<file path="src/rtl/decimator_mc.sv">
// Multi-channel sample-strobe decimator with continuous/gated/restart/burst gate modes and a channel-0 strobe counter.
// Latency: first strobe D qualifying edges after LOAD, gate seen 2 edges late; backpressure: none, strobes are free-running.
module decimator_mc #(
    parameter int N_CHANNELS   = 4,
    parameter int NB_DECIMATOR = 8,
    parameter int NB_COUNT     = 16
) (
    input  logic                               i_clock,
    input  logic                               i_reset,
    input  logic [3:0]                         i_iagc_status,
    input  logic                               i_gate,
    input  logic [N_CHANNELS*NB_DECIMATOR-1:0] i_decimator,
    input  logic [1:0]                         i_mode,
    input  logic [NB_COUNT-1:0]                i_burst_len,
    output logic [N_CHANNELS-1:0]              o_sample,
    output logic [NB_COUNT-1:0]                o_sample_count,
    output logic                               o_busy,
    output logic                               o_done
);

    typedef enum logic [1:0] {
        IDLE = 2'd0,
        LOAD = 2'd1,
        RUN  = 2'd2,
        DONE = 2'd3
    } state_t;

    localparam logic [1:0] MODE_CONT    = 2'b00;
    localparam logic [1:0] MODE_GATED   = 2'b01;
    localparam logic [1:0] MODE_RESTART = 2'b10;
    localparam logic [1:0] MODE_BURST   = 2'b11;

    state_t                    state, state_nxt;
    logic                      run_q;
    logic                      gate_m, gate_s, gate_s_d;
    logic                      gate_rise;
    logic [1:0]                mode_q;
    logic [NB_DECIMATOR-1:0]   shadow [N_CHANNELS];
    logic [NB_DECIMATOR-1:0]   cnt    [N_CHANNELS];
    logic [N_CHANNELS-1:0]     wrap;
    logic [N_CHANNELS-1:0]     strobe;
    logic                      qual;
    logic                      count_en;
    logic                      burst_zero;
    logic                      burst_hit;
    logic                      restart_clr;
    logic                      trigger;
    logic [NB_COUNT-1:0]       count_nxt;
    logic                      unused_status;

    assign unused_status = ^i_iagc_status[3:2];

    always_ff @(posedge i_clock or posedge i_reset) begin
        if (i_reset) begin
            run_q    <= 1'b0;
            gate_m   <= 1'b0;
            gate_s   <= 1'b0;
            gate_s_d <= 1'b0;
        end else begin
            run_q    <= i_iagc_status[0] & i_iagc_status[1];
            gate_m   <= i_gate;
            gate_s   <= gate_m;
            gate_s_d <= gate_s;
        end
    end

    assign gate_rise   = gate_s & ~gate_s_d;
    assign burst_zero  = (mode_q == MODE_BURST) && (i_burst_len == '0);
    assign restart_clr = (state == RUN) && (mode_q == MODE_RESTART) && gate_rise;
    assign trigger     = (state == DONE) && (mode_q == MODE_BURST) && gate_rise;
    assign count_en    = run_q && (state == RUN) && qual && !burst_zero;
    assign count_nxt   = (&o_sample_count) ? o_sample_count : o_sample_count + NB_COUNT'(1);
    assign burst_hit   = (mode_q == MODE_BURST) && strobe[0] && (count_nxt == i_burst_len);
    assign o_busy      = (state == RUN);

    always_comb begin
        qual = 1'b1;
        case (mode_q)
            MODE_CONT, MODE_BURST: qual = 1'b1;
            MODE_GATED:            qual = gate_s;
            MODE_RESTART:          qual = ~gate_rise;
            default:               qual = 1'b1;
        endcase
    end

    // A zero shadow factor never matches, which keeps disabled channels silent.
    always_comb begin
        wrap   = '0;
        strobe = '0;
        for (int k = 0; k < N_CHANNELS; k++) begin
            wrap[k]   = (shadow[k] != '0) && (cnt[k] == shadow[k] - NB_DECIMATOR'(1));
            strobe[k] = count_en && wrap[k];
        end
    end

    always_ff @(posedge i_clock or posedge i_reset) begin
        if (i_reset) state <= IDLE;
        else         state <= state_nxt;
    end

    always_comb begin
        state_nxt = state;
        if (!run_q) begin
            state_nxt = IDLE;
        end else begin
            case (state)
                IDLE: state_nxt = LOAD;
                LOAD: state_nxt = (i_mode == MODE_BURST) ? DONE : RUN;
                RUN:  if (burst_zero || burst_hit) state_nxt = DONE;
                DONE: if (trigger) state_nxt = RUN;
                default: state_nxt = IDLE;
            endcase
        end
    end

    always_ff @(posedge i_clock or posedge i_reset) begin
        if (i_reset) begin
            mode_q         <= MODE_CONT;
            o_sample       <= '0;
            o_sample_count <= '0;
            o_done         <= 1'b0;
            for (int k = 0; k < N_CHANNELS; k++) begin
                shadow[k] <= '0;
                cnt[k]    <= '0;
            end
        end else begin
            o_sample <= strobe;
            if (!run_q) begin
                o_sample_count <= '0;
                o_done         <= 1'b0;
                for (int k = 0; k < N_CHANNELS; k++) cnt[k] <= '0;
            end else begin
                case (state)
                    LOAD: begin
                        mode_q         <= i_mode;
                        o_sample_count <= '0;
                        o_done         <= 1'b0;
                        for (int k = 0; k < N_CHANNELS; k++) begin
                            shadow[k] <= i_decimator[k*NB_DECIMATOR +: NB_DECIMATOR];
                            cnt[k]    <= '0;
                        end
                    end
                    RUN: begin
                        if (burst_zero) begin
                            o_done <= 1'b1;
                        end else if (restart_clr) begin
                            o_sample_count <= '0;
                            for (int k = 0; k < N_CHANNELS; k++) cnt[k] <= '0;
                        end else if (count_en) begin
                            // New factors are only taken at a period boundary (or while disabled).
                            for (int k = 0; k < N_CHANNELS; k++) begin
                                if (shadow[k] == '0 || wrap[k]) begin
                                    cnt[k]    <= '0;
                                    shadow[k] <= i_decimator[k*NB_DECIMATOR +: NB_DECIMATOR];
                                end else begin
                                    cnt[k] <= cnt[k] + NB_DECIMATOR'(1);
                                end
                            end
                            if (strobe[0]) o_sample_count <= count_nxt;
                            if (burst_hit) o_done <= 1'b1;
                        end
                    end
                    DONE: begin
                        if (trigger) begin
                            o_sample_count <= '0;
                            o_done         <= 1'b0;
                            for (int k = 0; k < N_CHANNELS; k++) cnt[k] <= '0;
                        end
                    end
                    default: ;
                endcase
            end
        end
    end

endmodule

</file>
<file path="config.mk">
export PLATFORM = sky130hd
export DESIGN_NAME = decimator_mc
export DESIGN_NICKNAME = d
export VERILOG_FILES = /design/src/rtl/decimator_mc.sv
export SDC_FILE = /design/constraint.sdc
export NUM_CORES = 1
export LEC_CHECK = 0
export ABC_AREA = 1
export ABC_CLOCK_PERIOD_IN_PS = 4100
export CAP_MARGIN = 20
export CORE_UTILIZATION = 40
export CTS_BUF_LIST = sky130_fd_sc_hd__clkbuf_16
export DETAILED_ROUTE_END_ITERATION = 10
export PLACE_DENSITY = 0.6
export SYNTH_ARGS = -nofsm -noshare
export SYNTH_HDL_FRONTEND = slang
export SYNTH_SLANG_ARGS = --single-unit
</file>
<file path="constraint.sdc">
create_clock -name i_clock -period 4.1 [get_ports i_clock]
set_input_delay 0.615 -clock i_clock [delete_from_list [all_inputs] [get_ports i_clock]]
set_output_delay 0.615 -clock i_clock [all_outputs]
set_load 0.005 [all_outputs]
</file>
# == Yosys cells after proc, flatten, opt, wreduce, memory -nomap -nowiden ==
# Cells that the tools add are included.
# classes
addsub,9
n_eq_ne,28
muxes,39
reduce_logical,47
n_bitwise,4
# ops
op,count
$mux 32,8
$mux 16,7
$pmux 32 s3,1
$mux 8,8
$pmux 32 s2,1
$pmux 16 s3,1
$add 8x1->8 const B,4
$eq 8x8->1,4
$logic_not 8->1,4
$reduce_bool 8->1,4
$sub 8x1->8 const B,4
$reduce_and 6->1,4
$ne 4x2->1 const B,5
$logic_and 1x1->1,18
$add 16x1->16 const B,1
$eq 16x16->1,1
$logic_not 16->1,1
$reduce_and 16->1,1
$eq 2x2->1 const B,5
$ne 2x1->1 const B,5
$reduce_and 5->1,2
$pmux 2 s4,1
$mux 1,7
$mux 2,3
other kinds (15),27
# word_totals
reg_bits,93
inputBits,57

# == Depth between registers and ports, before layout ==
# depth
depth_word,15
depth_mapped,18
ltp_nobuf,17

# == Worst setup path before layout ==
# Ideal clock, no wire load.
# synth_path
path_type,reg-to-reg
from,reg state[0]
to,reg shadow[27] (netlist name)
path_stages_with_launch,11
synth_period_minus_slack_ns,2.119
t_arrival_ns,1.994
required_ns,3.975
setup_slack_ns,1.981
path_cell_list,dfrtp_1 inv_1 ha_1 inv_2 nor3_4 nor2_4 inv_1 nor3_4 nand2_1 buf_4 mux2_4
# synth_between
elab_chain_len,6
elab_cells_between_ends,14
cone_classes,6 x eq/ne; 1 x mux; 7 x reduce/logical
# synth_lines
item,line,rtl
from (decl),33,"state_t state, state_nxt;"
from (signal assigned),98,else state <= state_nxt;
$eq 2x2->1 (*),-,
net o_busy,17,"output logic o_busy,"
$logic_and 1x1->1 (3 in a row),71,assign count_en = run_q && (state == RUN) && qual && !burst_zero;
$ne 2x1->1 (no line),-,
$reduce_and 6->1 (no line),-,
"to (signal, indexed assignment)",139,shadow[k] <= i_decimator[k*NB_DECIMATOR +: NB_DECIMATOR];
"to (signal, indexed assignment)",154,shadow[k] <= i_decimator[k*NB_DECIMATOR +: NB_DECIMATOR];
to (decl),38,logic [NB_DECIMATOR-1:0] shadow [N_CHANNELS];
# Mark *: on every way through the listed nets, which the timed path passes. The rest lies on a longest branch.
# A chain may end at the register's enable or synchronous reset.

# == Worst setup path in the final report ==
# layout_path
from,reg state[0]
to,reg shadow[20] (netlist name)
# layout_between
elab_chain_len,6
elab_cells_between_ends,14
cone_classes,6 x eq/ne; 1 x mux; 7 x reduce/logical
# layout_lines
item,line
$eq 2x2->1,"69, 71, 133"
$logic_and 1x1->1 (3 in a row),71
$ne 2x1->1 (no line),-
$reduce_and 6->1 (no line),-
# Parallel ways exist; a longest one is shown, timed or not.

==> results by group <==
STA
  • Fin crit share: 68.3%
  • Fin crit period: 2.80 ns
  • Sum of negative setup slack: 0 ns
  • Final hold violations: 0
  • Max Clk Rate: 357 MHz
  • Slew @ Worst Pin: 0.755 ns
  • WHS: 0.378 ns
  • Setup violations, final: 0
  • Rel. slew slack: 49.7%
  • RSZ-0062 raised after global routing: false
  • Max-slew violation count: 0
  • Clock Skew: 0.00705 ns

Yosys
  • Post-synthesis simple-gate area fraction: 34.5%
  • Synthesis Warnings: 0
  • Synth unique cells: 43
  • Cells after Synth: 835
  • Asr flop ratio synth: 100%
  • Sequential share of the synthesized area: 38.3%
  • Post-synthesis mux area share: 0.866%
  • Post-synth net total: 909
  • Mapped Avg Cell Area: 7.27 sq um
  • Post-synth EDFFs: 0
  • Post-synthesis xor/xnor area fraction: 8.59%
  • #FFs+latches synth: 93
  • Top_reg_cell synth: dfrtp_1
  • Complex-gate fraction of the synthesized area: 6.41%
  • Mapped Area: 0.00607 sq mm
  • Largest family of logic cells by synthesized area: simple AND/OR/NAND/NOR gates
  • Adder-cell share of the synthesized area: 3.50%

Run status
  • Failing checks: design-rule violations
  • Outcome: finished, violations left

Floorplan
  • Die width: 125 um
  • Rows: 44
  • Die Span Y: 125 um
  • Initial Util: 41.5%
  • Die area: 0.0157 sq mm
  • IO Count: 79
  • Core box area: 0.0146 sq mm

Setup path
  • CP startpoint kind: flop
  • Reg2reg setup slack: 1.30 ns
  • Path depth of the worst reg2reg path: 13
  • CP most frequent cell: inv_1
  • Setup Crit Path Kind: flop to flop
  • Setup crit end kind: flop
  • Cell breakdown of the critical path: inv_1 -> ha_1 -> inv_2 -> nor3_4 -> nor2_4 -> inv_1 -> nor3_4 -> buf_4 -> inv_1 -> nor2_2 -> inv_1 -> nand2_1 -> nand2_1
  • Critical path fanouts, max: 14
  • Cell with the largest stage delay on the worst path: dfrtp_1
  • Worst Setup EP: shadow[20]
  • Worst r2r dst: shadow[20]
  • Critical Path AT: 3.04 ns
  • Crit path required time: 4.34 ns
  • CP max stage delay: 0.39 ns
  • Critical path startpoint: state[0]
  • Crit path buffers/inverters: 6
  • Levels on crit path: 13
  • Crit-path leading delay family: simple AND/OR/NAND/NOR gates
  • Reg2reg start: state[0]

Global route
  • Gr ovfl total: 0
  • Vias in the first global route: 5007
  • Largest net degree at the start of global routing: 61
  • Initial antenna violation count: 0
  • First-pass GRT wire length: 24300 um
  • All-Layer GR Usage: 19.3%

Route
  • Final wirelength: 14200 um
  • Wire length per cell: 12.9 um
  • DRC Markers: 10
  • Vias: 5282
  • Vias per cell: 4.79
  • 1st-iter DRT viols: 365
  • Routed Antenna Nets: 0
  • Drt first pass iters: 9

Clocking
  • Post-CTS setup buffer count: 0
  • Max Root-Sink Buffers: 2
  • CTS root buffer: clkbuf_16
  • Post-CTS Hold Fix Bufs: 0
  • CTS clk-pin slew, worst paths: 0.07 ns
  • Clock Sinks: 93
  • CTS resizes: 0
  • Cts bufs inserted: 9
  • TritonCTS clock tree: yes
  • Latest clock arrival within the worst-skew pair: 0.35 ns
  • H-tree depth: 3

Place
  • DP HPWL: 10600 um
  • Placer congestion estimate: 0.881
  • Port buffer count: 76
  • Cells after DPL: 1086

Worst hold path
  • Hold Path Depth: 0
  • Hold WC Path Type: flop to flop
  • Hold Crit Start: gate_m

Power and ir drop
  • VDD IR-drop max: 0.000234 V
  • Pleak: 3.47 nW
  • Pwr per Cell Area: 380 mW/mm^2

Run
  • MaxCap Viol Count: 0

Finish
  • ANT cells: 0
  • Layout area overhead: 20.9%
  • Filler Cell Count: 1442
  • Share of layout cells above drive strength 1: 5.23%
  • Layout Nets: 987
  • Non-Filler Instances: 1102
cell families after synthesis:
logic type                 Yosys count
buffers and inverters              119
AOI/OAI and AO/OA                   69
and+or+nand+nor                    475
DFF                                 93
adders and majority gates           17
muxes                                4
xor gates and xnor gates            58
cell usage after synthesis (all sizes together), types with 5 or more instances:
cell | number | area share, %
nand2 | 248 | 16
inv | 104 | 6.4
nor2 | 99 | 6.5
dfrtp | 93 | 38
nand3 | 64 | 5.4
xor2 | 47 | 6.8
nand4 | 35 | 3.6
o21ai | 29 | 2.4
a21oi | 21 | 1.7
nor3 | 19 | 2.0
ha | 17 | 3.5
buf | 11 | 1.2
xnor2 | 10 | 1.4
o31ai | 5 | 0.62
power breakdown:
part	switching, mW	leakage [nW]	internal, mW
Sequential	0.108	1.22	1.04
Clock	0.373	0.159	0.533
Combinational	0.417	2.09	0.322
worst min-delay path by stage:
stage	to	slack [ns]
after CTS	gate_s	0.37
after floorplan	gate_s	0.33
after global placement	gate_s	0.33
final	gate_s	0.38
after detailed placement	gate_s	0.33
after global routing	gate_s	0.38
layout by cell type (no fill, tap or decap), types with 3 or more instances in the layout:
master / instances
o21ai_0: 27
inv_1: 101
nor2_1: 93
a21oi_1: 21
buf_4: 6
o22ai_1: 3
nor2_2: 4
clkdlybuf4s50_1: 76
clkbuf_16: 9
inv_2: 3
dfrtp_1: 93
nand2_1: 240
xnor2_1: 10
o31ai_1: 5
nand3_1: 63
ha_1: 17
nor3_1: 16
xor2_1: 47
nand2_2: 6
o21bai_1: 4
nand4_1: 35
stage by stage:
stage | util (%) | setup WS, ns | cell area (sq um) | power, mW
finish | 50.1 | 1.30 | 7340 | 2.79
global route | 50.1 | 1.02 | 7340 | 2.99
CTS | 50.1 | 1.24 | 7340 | 2.83
floorplan | - | 1.06 | 6070 | 1.70
global placement | 48.0 | 0.933 | 7020 | 1.89
detailed placement | 48.0 | 0.877 | 7020 | 1.90
flip-flops by register name (all words and copies together) (netlist names):
signal	flops
cnt	32
shadow	32
o_done	1
run_q	1
o_sample	4
gate_m	1
gate_s	1
o_sample_count	16
mode_q	2
gate_s_d	1
state	2
final cells by class:
| class | instances | area (sq um) | share of cell area, % |
|---|---|---|---|
| Sequential cell | 93 | 2330 | 31.7 |
| Inverter | 104 | 393 | 5.35 |
| Tap cell | 184 | 230 | 3.14 |
| Clock buffer | 9 | 225 | 3.07 |
| Multi-Input combinational cell | 623 | 3270 | 44.5 |
| Clock inverter | 7 | 90.1 | 1.23 |
| Timing Repair Buffer | 82 | 806 | 11.0 |
routing by layer:
layer  global-route usage (%)  vias to the layer above  part of all wire (%)
li1                         -                     2837                     -
met1                     27.4                     2353                    51
met2                     30.1                       81                    44
met3                     3.89                       11                   3.9
met4                     4.81                        0                   1.1
met5                        0                        -                     0
(Power assumes the default switching activity.)
